## src/rtl/act_arbiter.sv

```systemverilog
// act_arbiter: serialises malloc (ma), dealloc (de) and check (ck) requests onto the single-ported ACT memory.
// Define ACT_ARB_RR_EN for round-robin grant (de -> ma -> ck); default is fixed priority de > ma > ck.
module act_arbiter #(
  parameter int unsigned BLOCK_COUNT_BITS = 6,
  parameter int unsigned ENTRY_W          = 32,
  parameter int unsigned GUARD_CYCLES     = 1
) (
  input  logic                        clk,
  input  logic                        rst_n,
  input  logic                        ma_req_valid,
  output logic                        ma_req_ready,
  input  logic                        ma_we,
  input  logic [BLOCK_COUNT_BITS-1:0] ma_addr,
  input  logic [ENTRY_W-1:0]          ma_wdata,
  input  logic                        de_req_valid,
  output logic                        de_req_ready,
  input  logic                        de_we,
  input  logic [BLOCK_COUNT_BITS-1:0] de_addr,
  input  logic [ENTRY_W-1:0]          de_wdata,
  input  logic                        ck_req_valid,
  output logic                        ck_req_ready,
  input  logic [BLOCK_COUNT_BITS-1:0] ck_addr,
  output logic                        ma_rsp_valid,
  output logic [ENTRY_W-1:0]          ma_rdata,
  output logic                        de_rsp_valid,
  output logic [ENTRY_W-1:0]          de_rdata,
  output logic                        ck_rsp_valid,
  output logic [ENTRY_W-1:0]          ck_rdata,
  output logic                        mem_cs,
  output logic [1:0]                  mem_op,
  output logic                        mem_ma_we,
  output logic [BLOCK_COUNT_BITS-1:0] mem_ma_addr,
  output logic [ENTRY_W-1:0]          mem_ma_wdata,
  output logic                        mem_de_we,
  output logic [BLOCK_COUNT_BITS-1:0] mem_de_addr,
  output logic [ENTRY_W-1:0]          mem_de_wdata,
  output logic [BLOCK_COUNT_BITS-1:0] mem_ck_addr,
  input  logic [ENTRY_W-1:0]          mem_ma_rdata,
  input  logic [ENTRY_W-1:0]          mem_de_rdata,
  input  logic [ENTRY_W-1:0]          mem_ck_rdata,
  input  logic                        mem_bsy,
  output logic                        arb_busy
);

  localparam int unsigned BCB   = BLOCK_COUNT_BITS;
  localparam int unsigned CNT_W = $clog2(GUARD_CYCLES + 1);

  localparam logic [1:0] OP_MALLOC  = 2'd0;
  localparam logic [1:0] OP_DEALLOC = 2'd1;
  localparam logic [1:0] OP_CHECK   = 2'd2;

  typedef enum logic [2:0] {
    S_INIT  = 3'd0,
    S_GUARD = 3'd1,
    S_IDLE  = 3'd2,
    S_ISSUE = 3'd3,
    S_RESP  = 3'd4
  } state_t;

  state_t            r_state, w_state_nxt;
  logic [CNT_W-1:0]  r_cnt, w_cnt_nxt;
  logic              r_replay, w_replay_nxt;
  logic [1:0]        r_op;
  logic              r_ma_we, r_de_we;
  logic [BCB-1:0]    r_ma_addr, r_de_addr, r_ck_addr;
  logic [ENTRY_W-1:0] r_ma_wdata, r_de_wdata;
  logic              w_any;
  logic [1:0]        w_pick;
  logic              w_grant;

`ifdef ACT_ARB_RR_EN
  logic [1:0]        r_rr_ptr;
`endif

  // Winner selection among currently valid requesters
  always_comb begin
    w_any  = de_req_valid | ma_req_valid | ck_req_valid;
    w_pick = OP_DEALLOC;
`ifdef ACT_ARB_RR_EN
    case (r_rr_ptr)
      OP_MALLOC: w_pick = ma_req_valid ? OP_MALLOC : (ck_req_valid ? OP_CHECK : OP_DEALLOC);
      OP_CHECK:  w_pick = ck_req_valid ? OP_CHECK : (de_req_valid ? OP_DEALLOC : OP_MALLOC);
      default:   w_pick = de_req_valid ? OP_DEALLOC : (ma_req_valid ? OP_MALLOC : OP_CHECK);
    endcase
`else
    w_pick = de_req_valid ? OP_DEALLOC : (ma_req_valid ? OP_MALLOC : OP_CHECK);
`endif
  end

  always_ff @(posedge clk or negedge rst_n) begin
    if (!rst_n) begin
      r_state  <= S_INIT;
      r_cnt    <= '0;
      r_replay <= 1'b0;
    end else begin
      r_state  <= w_state_nxt;
      r_cnt    <= w_cnt_nxt;
      r_replay <= w_replay_nxt;
    end
  end

  // Next state and strobes; a busy memory in ISSUE parks the request for replay after GUARD
  always_comb begin
    w_state_nxt  = r_state;
    w_cnt_nxt    = r_cnt;
    w_replay_nxt = r_replay;
    w_grant      = 1'b0;
    ma_req_ready = 1'b0;
    de_req_ready = 1'b0;
    ck_req_ready = 1'b0;
    ma_rsp_valid = 1'b0;
    de_rsp_valid = 1'b0;
    ck_rsp_valid = 1'b0;
    mem_cs       = 1'b0;
    arb_busy     = (r_state != S_IDLE);
    case (r_state)
      S_INIT: begin
        w_cnt_nxt = '0;
        if (!mem_bsy) w_state_nxt = S_GUARD;
      end
      S_GUARD: begin
        if (mem_bsy) begin
          w_cnt_nxt   = '0;
          w_state_nxt = S_INIT;
        end else if (r_cnt == CNT_W'(GUARD_CYCLES - 1)) begin
          w_cnt_nxt   = '0;
          w_state_nxt = r_replay ? S_ISSUE : S_IDLE;
        end else begin
          w_cnt_nxt = r_cnt + CNT_W'(1);
        end
      end
      S_IDLE: begin
        if (mem_bsy) begin
          w_state_nxt = S_INIT;
        end else if (w_any) begin
          w_grant      = 1'b1;
          ma_req_ready = (w_pick == OP_MALLOC);
          de_req_ready = (w_pick == OP_DEALLOC);
          ck_req_ready = (w_pick == OP_CHECK);
          w_state_nxt  = S_ISSUE;
        end
      end
      S_ISSUE: begin
        if (mem_bsy) begin
          w_replay_nxt = 1'b1;
          w_state_nxt  = S_INIT;
        end else begin
          mem_cs       = 1'b1;
          w_replay_nxt = 1'b0;
          w_state_nxt  = S_RESP;
        end
      end
      S_RESP: begin
        ma_rsp_valid = (r_op == OP_MALLOC);
        de_rsp_valid = (r_op == OP_DEALLOC);
        ck_rsp_valid = (r_op == OP_CHECK);
        w_state_nxt  = mem_bsy ? S_INIT : S_IDLE;
      end
      default: w_state_nxt = S_INIT;
    endcase
  end

  // Latched copy of the granted request
  always_ff @(posedge clk or negedge rst_n) begin
    if (!rst_n) begin
      r_op       <= OP_MALLOC;
      r_ma_we    <= 1'b0;
      r_ma_addr  <= '0;
      r_ma_wdata <= '0;
      r_de_we    <= 1'b0;
      r_de_addr  <= '0;
      r_de_wdata <= '0;
      r_ck_addr  <= '0;
    end else if (w_grant) begin
      r_op <= w_pick;
      case (w_pick)
        OP_MALLOC: begin
          r_ma_we    <= ma_we;
          r_ma_addr  <= ma_addr;
          r_ma_wdata <= ma_wdata;
        end
        OP_DEALLOC: begin
          r_de_we    <= de_we;
          r_de_addr  <= de_addr;
          r_de_wdata <= de_wdata;
        end
        default: r_ck_addr <= ck_addr;
      endcase
    end
  end

`ifdef ACT_ARB_RR_EN
  // Pointer moves past the requester just granted
  always_ff @(posedge clk or negedge rst_n) begin
    if (!rst_n) begin
      r_rr_ptr <= OP_DEALLOC;
    end else if (w_grant) begin
      case (w_pick)
        OP_DEALLOC: r_rr_ptr <= OP_MALLOC;
        OP_MALLOC:  r_rr_ptr <= OP_CHECK;
        default:    r_rr_ptr <= OP_DEALLOC;
      endcase
    end
  end
`endif

  assign mem_op       = r_op;
  assign mem_ma_we    = r_ma_we;
  assign mem_ma_addr  = r_ma_addr;
  assign mem_ma_wdata = r_ma_wdata;
  assign mem_de_we    = r_de_we;
  assign mem_de_addr  = r_de_addr;
  assign mem_de_wdata = r_de_wdata;
  assign mem_ck_addr  = r_ck_addr;
  assign ma_rdata     = mem_ma_rdata;
  assign de_rdata     = mem_de_rdata;
  assign ck_rdata     = mem_ck_rdata;

endmodule

```

## config.mk

```make
export PLATFORM = sky130hd
export DESIGN_NAME = act_arbiter
export DESIGN_NICKNAME = d
export VERILOG_FILES = /design/src/rtl/act_arbiter.sv
export SDC_FILE = /design/constraint.sdc
export NUM_CORES = 1
export LEC_CHECK = 0
export BUFFER_PORTS_ARGS = -buffer_cell sky130_fd_sc_hd__buf_2
export CORE_AREA = 5 5 141 143
export CTS_CLUSTER_SIZE = 40
export DETAILED_ROUTE_END_ITERATION = 7
export DIE_AREA = 0 0 146 148
export GPL_TIMING_DRIVEN = 1
export REMOVE_ABC_BUFFERS = 1
export SETUP_SLACK_MARGIN = 0.4
export SYNTH_ARGS = -nofsm -noshare
export SYNTH_HDL_FRONTEND = slang
export SYNTH_SLANG_ARGS = --single-unit
```

## constraint.sdc

```tcl
create_clock -name clk -period 2.65 [get_ports clk]
set_clock_uncertainty 0.15 [all_clocks]
set_input_delay 0.53 -clock clk [delete_from_list [all_inputs] [get_ports clk]]
set_output_delay 0.53 -clock clk [all_outputs]
set_load 0.005 [all_outputs]
```

=== Yosys cells after proc, flatten, opt, wreduce, memory -nomap -nowiden ===
Index checks and enable logic that the tools add are counted.

* Logic and storage cells: 68
* Output and inout port bits: 190
* Register bits after elaboration: 91
* Bits in writable memories: 0
* Input bits: 186
* Memories kept: 0
* Bits in read-only memories: 0
* Bits in latches: 0

* $mul: 0
* Bitwise gates (word level): 3
* Reductions and logical operators: 9
* Equality and inequality tests: 12
* $lt $le $gt $ge: 0
* Shift operators: 0
* Add/sub/neg operators: 1
* Multiplexer cells: 32
* Divide/modulo/power cells: 0

{| class="wikitable"
|+ Operators by type and width
! kind !! count
|-
| $mux 1 || 21
|-
| $mux 3 || 6
|-
| $pmux 3 s5 || 1
|-
| $eq 3x2->1 const B || 2
|-
| $mux 2 || 3
|-
| $ne 3x3->1 const B || 2
|-
| $reduce_and 2->1 || 3
|-
| $eq 2x1->1 const B || 2
|-
| $eq 2x2->1 const B || 2
|-
| $logic_not 2->1 || 2
|-
| $eq 3x1->1 const B || 1
|-
| $eq 3x3->1 const B || 1
|-
| $logic_not 3->1 || 1
|-
| $ne 3x2->1 const B || 1
|-
| $reduce_and 3->1 || 1
|-
| $ne 2x2->1 const B || 1
|-
| $or 1x1->1 || 2
|-
| $pmux 1 s2 || 1
|-
| $reduce_bool 2->1 || 1
|-
| $reduce_or 2->1 || 1
|-
| $add 1x1->1 const B || 1
|-
| $not 1->1 || 1
|}

=== Depth between registers and ports, before layout ===
* Depth in word-level cells: 6
* Depth in mapped cells: 6
* Mapped depth without buffers: 3

=== Worst setup path after synthesis ===
No wires, ideal clock.

* Path type: reg2out
* From: register r_state[0]
* To: output port de_req_ready
* Stages on the path, launching flop included: 6
* Arrival: 1282 ps
* Required time: 1970 ps
* Buffers on the path: 3
* Slack: 688 ps
* Path through: dfrtp_1 buf_2 nor4b_4 and2_1 buf_2 buf_6

* Word-level cells in the longest chain between the ends: 2

{| class="wikitable"
|+ Ends and longest elaborated chain
! what !! RTL line !! RTL
|-
| start, declared || 60 || <nowiki>state_t r_state, w_state_nxt;</nowiki>
|-
| start signal, assigned || 96 || <nowiki>r_state <= w_state_nxt;</nowiki>
|-
| $eq 3x2->1 || 116 || <nowiki>case (r_state)</nowiki>
|-
| $mux 1 || 116 ||
|-
| end, declared || 16 || <nowiki>output logic de_req_ready,</nowiki>
|}

No other way between the ends.

=== Worst setup path in the final report ===
* From: register r_state[2]
* To: output port ma_req_ready

* Word-level cells in the longest chain between the ends: 2

{| class="wikitable"
|+ Ends and longest elaborated chain
! what !! RTL line !! RTL
|-
| $eq 3x2->1 || 116 ||
|-
| $mux 1 || 116 ||
|-
| end, declared || 11 || <nowiki>output logic ma_req_ready,</nowiki>
|}

No other way between the ends.

==> results.cfg <==
[detailed_routing]
wl_mm = 24.7
first_pass_iters = 4
drc = 0
vias_per_cell = 4.34
drt_iter0_markers = 112
vias = 2833
routedWlPerCell_um = 37.8
antenna_left = 0

[critical_path]
end_kind = primary output
cp.arrival_ns = 1.54
cp_max_fo = 5
path_class = flop to primary output
crit_required_ns = 1.97
critPathLaunchType = flop

[clocking]
cts-root-buf = clkbuf_16
numCtsBuffers = 9
cts_buffer_depth = 2
htreeDepth = 3
clkTransAtPathRegs_ns = 0.07
cts_num_sinks = 90
cts_tree = done
clk_latency_ns = 0.34

[global_routing]
use_met1_pct = 15.5
grt_overflow = 0
use_met3_pct = 28.1
antenna_found_initial = 0
grt_usage_pct = 22.5
grt_pass1_vias = 3085
grt_pass1_wl_mm = 31.6
grt_max_degree = 50
busiest_layer = met2
globalRouteMet2Util_pct = 33.8

[sta]
tightest_slew_ns = 0.585
finalSetupViolCount = 0
rsz0062_at_grt = true
fin_ws_ns = 0.428
whs_ns = 0.0202
fin_crit_sh_pct = 83.9
max_freq_mhz = 450
maxSlewHeadroom_pct = 61.0
maxSlewViolCount = 0
period_needed_ns = 2.22
setup_tns_ns = 0
hold_viol_final = 0

[final_layout]
finalNetCount = 600
stdcell_area_um2 = 5090
n_antenna_cell = 0
fillers = 1908
multi_input_area_um2 = 1160
final_layout_size_suffix_gt1_share_pct = 64.4
seq_area_um2 = 2260
area_growth_pct = 21.2

[placed_design]
gp_congestion = 0.844
portBuffers = 183
pre_cts_ws_ns = 0.312
hpwl_mm = 21.5
placed_area_um2 = 4670

[pwr]
p_leak_nw = 2.62
sequentialPowerShare_pct = 44.9
clkPwrFrac_pct = 23.7
switching_share_pct = 29.8
total_power_mw = 5.27
p_sw_mw = 1.57
comb_power_share_pct = 31.4
p_per_area_nw_per_um2 = 1030
peakVddDrop_v = 0.000338
intPower_mw = 3.70

[synth]
synth_area_per_cell_um2 = 13.5
synth_seq_area_share_pct = 53.6
synthCells = 311
ys_warn_count = 0
syn_area_um2 = 4200
ys_ff_latch = 90
yosysUniqueCellTypes = 24

[floorplanning]
start_util_pct = 22.8
core_um2 = 18500
die_height_um = 148
die_w_um = 146
die_area_um2 = 21600
rows = 50
io-pin-count = 376

[outcome]
outcome = finished clean

[min_path]
hold_path.class = input port to async pin

[flow_run]
cap_violations = 0
==> flip-flops by register name (all words and copies together) (netlist names) <==
register,cells
mem_op,2
r_state,3
mem_de_wdata,32
mem_ma_we,1
mem_ck_addr,6
r_replay,1
mem_ma_addr,6
mem_de_we,1
mem_ma_wdata,32
mem_de_addr,6
==> placed cells by master (no fill, tap or decap), drive strengths merged <==
cell	count
nand2b	1
nand2	2
dfrtp	90
a21oi	2
clkinvlp	1
o21ai	1
and2	1
clkbuf	10
o22ai	1
mux2	85
xor2	1
nor2b	1
nor3b	3
clkinv	4
nor4b	2
buf	199
bufinv	1
nand3b	2
inv	3
nor4bb	2
nor3	1
nand3	1
a21o	1
nor2	4
==> cell usage after synthesis <==
cell type | n | area share (%)
and2_1 | 1 | 0.15
inv_1 | 3 | 0.27
nor2_1 | 4 | 0.36
nor3b_1 | 3 | 0.54
buf_2 | 7 | 0.83
nor4bb_1 | 2 | 0.48
buf_4 | 96 | 17
nand2b_1 | 1 | 0.15
nand3_1 | 1 | 0.12
nor4b_4 | 1 | 0.57
nor3_1 | 1 | 0.12
mux2_2 | 45 | 12
dfrtp_1 | 90 | 54
mux2_1 | 40 | 11
o21ai_0 | 1 | 0.12
a21o_1 | 1 | 0.18
o22ai_1 | 1 | 0.15
xor2_1 | 1 | 0.21
nand2_1 | 2 | 0.18
a21oi_1 | 2 | 0.24
nor2b_1 | 1 | 0.15
nand3b_1 | 2 | 0.36
buf_6 | 4 | 1.1
nor4b_1 | 1 | 0.21
==> per-layer routing <==
layer  share of wire [%]  vias to the layer above
li1                    -                     1148
met1                  24                     1268
met2                  44                      367
met3                  26                       42
met4                 4.6                        8
met5                 1.1                        -
==> stage by stage <==
stage                     utilization (%)  std cells
final                                27.6        653
after global placement               25.3        626
after global routing                 27.6        653
after CTS                            27.2        646
after floorplan                         -        204
after detailed placement             25.3        626
==> layout make-up <==
type / instances / share of cell area (%)
inverter: 3 / 0.221
tap: 234 / 5.75
timing repair buffer: 199 / 21.2
multi-input combinational: 111 / 22.9
sequential: 90 / 44.3
clock inverter: 6 / 1.13
clock buffer: 10 / 4.50
==> final timing paths <==
| path | from | endpoint | slack, ns | cells after the start |
|---|---|---|---|---|
| setup / recovery | r_state[2] | ma_req_ready | 0.43 | 5 |
| hold / removal | rst_n | r_state[0] | 0.02 | 1 |
| setup reg to reg | r_state[2] | mem_de_wdata[6] | 0.65 | 5 |
| hold reg to reg | mem_de_we | mem_de_we | 0.33 | 1 |
| max in group asynchronous | rst_n | mem_ma_we | 1.63 | 2 |
| min in group clk | de_wdata[23] | mem_de_wdata[23] | 0.25 | 2 |
==> worst max-delay path, stage by stage (launching register included) <==
cell and delay (ns):
dfrtp_2 0.43, nor4b_4 0.34, nand3b_1 0.14, buf_6 0.15, inv_2 0.05, buf_6 0.08
==> cell families (layout without fill, tap and decap cells) <==
group / Yosys count / in the layout / share of synthesized area [%]
flops: 90 / 90 / 53.6
compound gates: 5 / 5 / 0.685
xor+xnor: 1 / 1 / 0.209
simple gates: 20 / 20 / 3.37
mux: 85 / 85 / 22.8
buf+inv: 110 / 218 / 19.3
==> power groups by stage <==
stage                     Sequential [mW]  Combinational (mW)  Clock [mW]
final                                2.37                1.65        1.25
after global routing                 2.45                1.83        1.35
after CTS                            2.37                1.67        1.30
after detailed placement             2.39                1.64           0
after global placement               2.37                1.61           0
after floorplan                      2.42               0.590           0
==> repair_timing <==
action / 4_1_cts / 5_1_grt
gates resized for setup: 8 / 6
hold endpoints to repair: 0 / 0
buffers inserted: 4 / 7
setup endpoints to repair: 3 / 5
hold buffers: 0 / 0
pin swaps: 2 / 3
No activity file was read; power rests on OpenSTA's default activity.
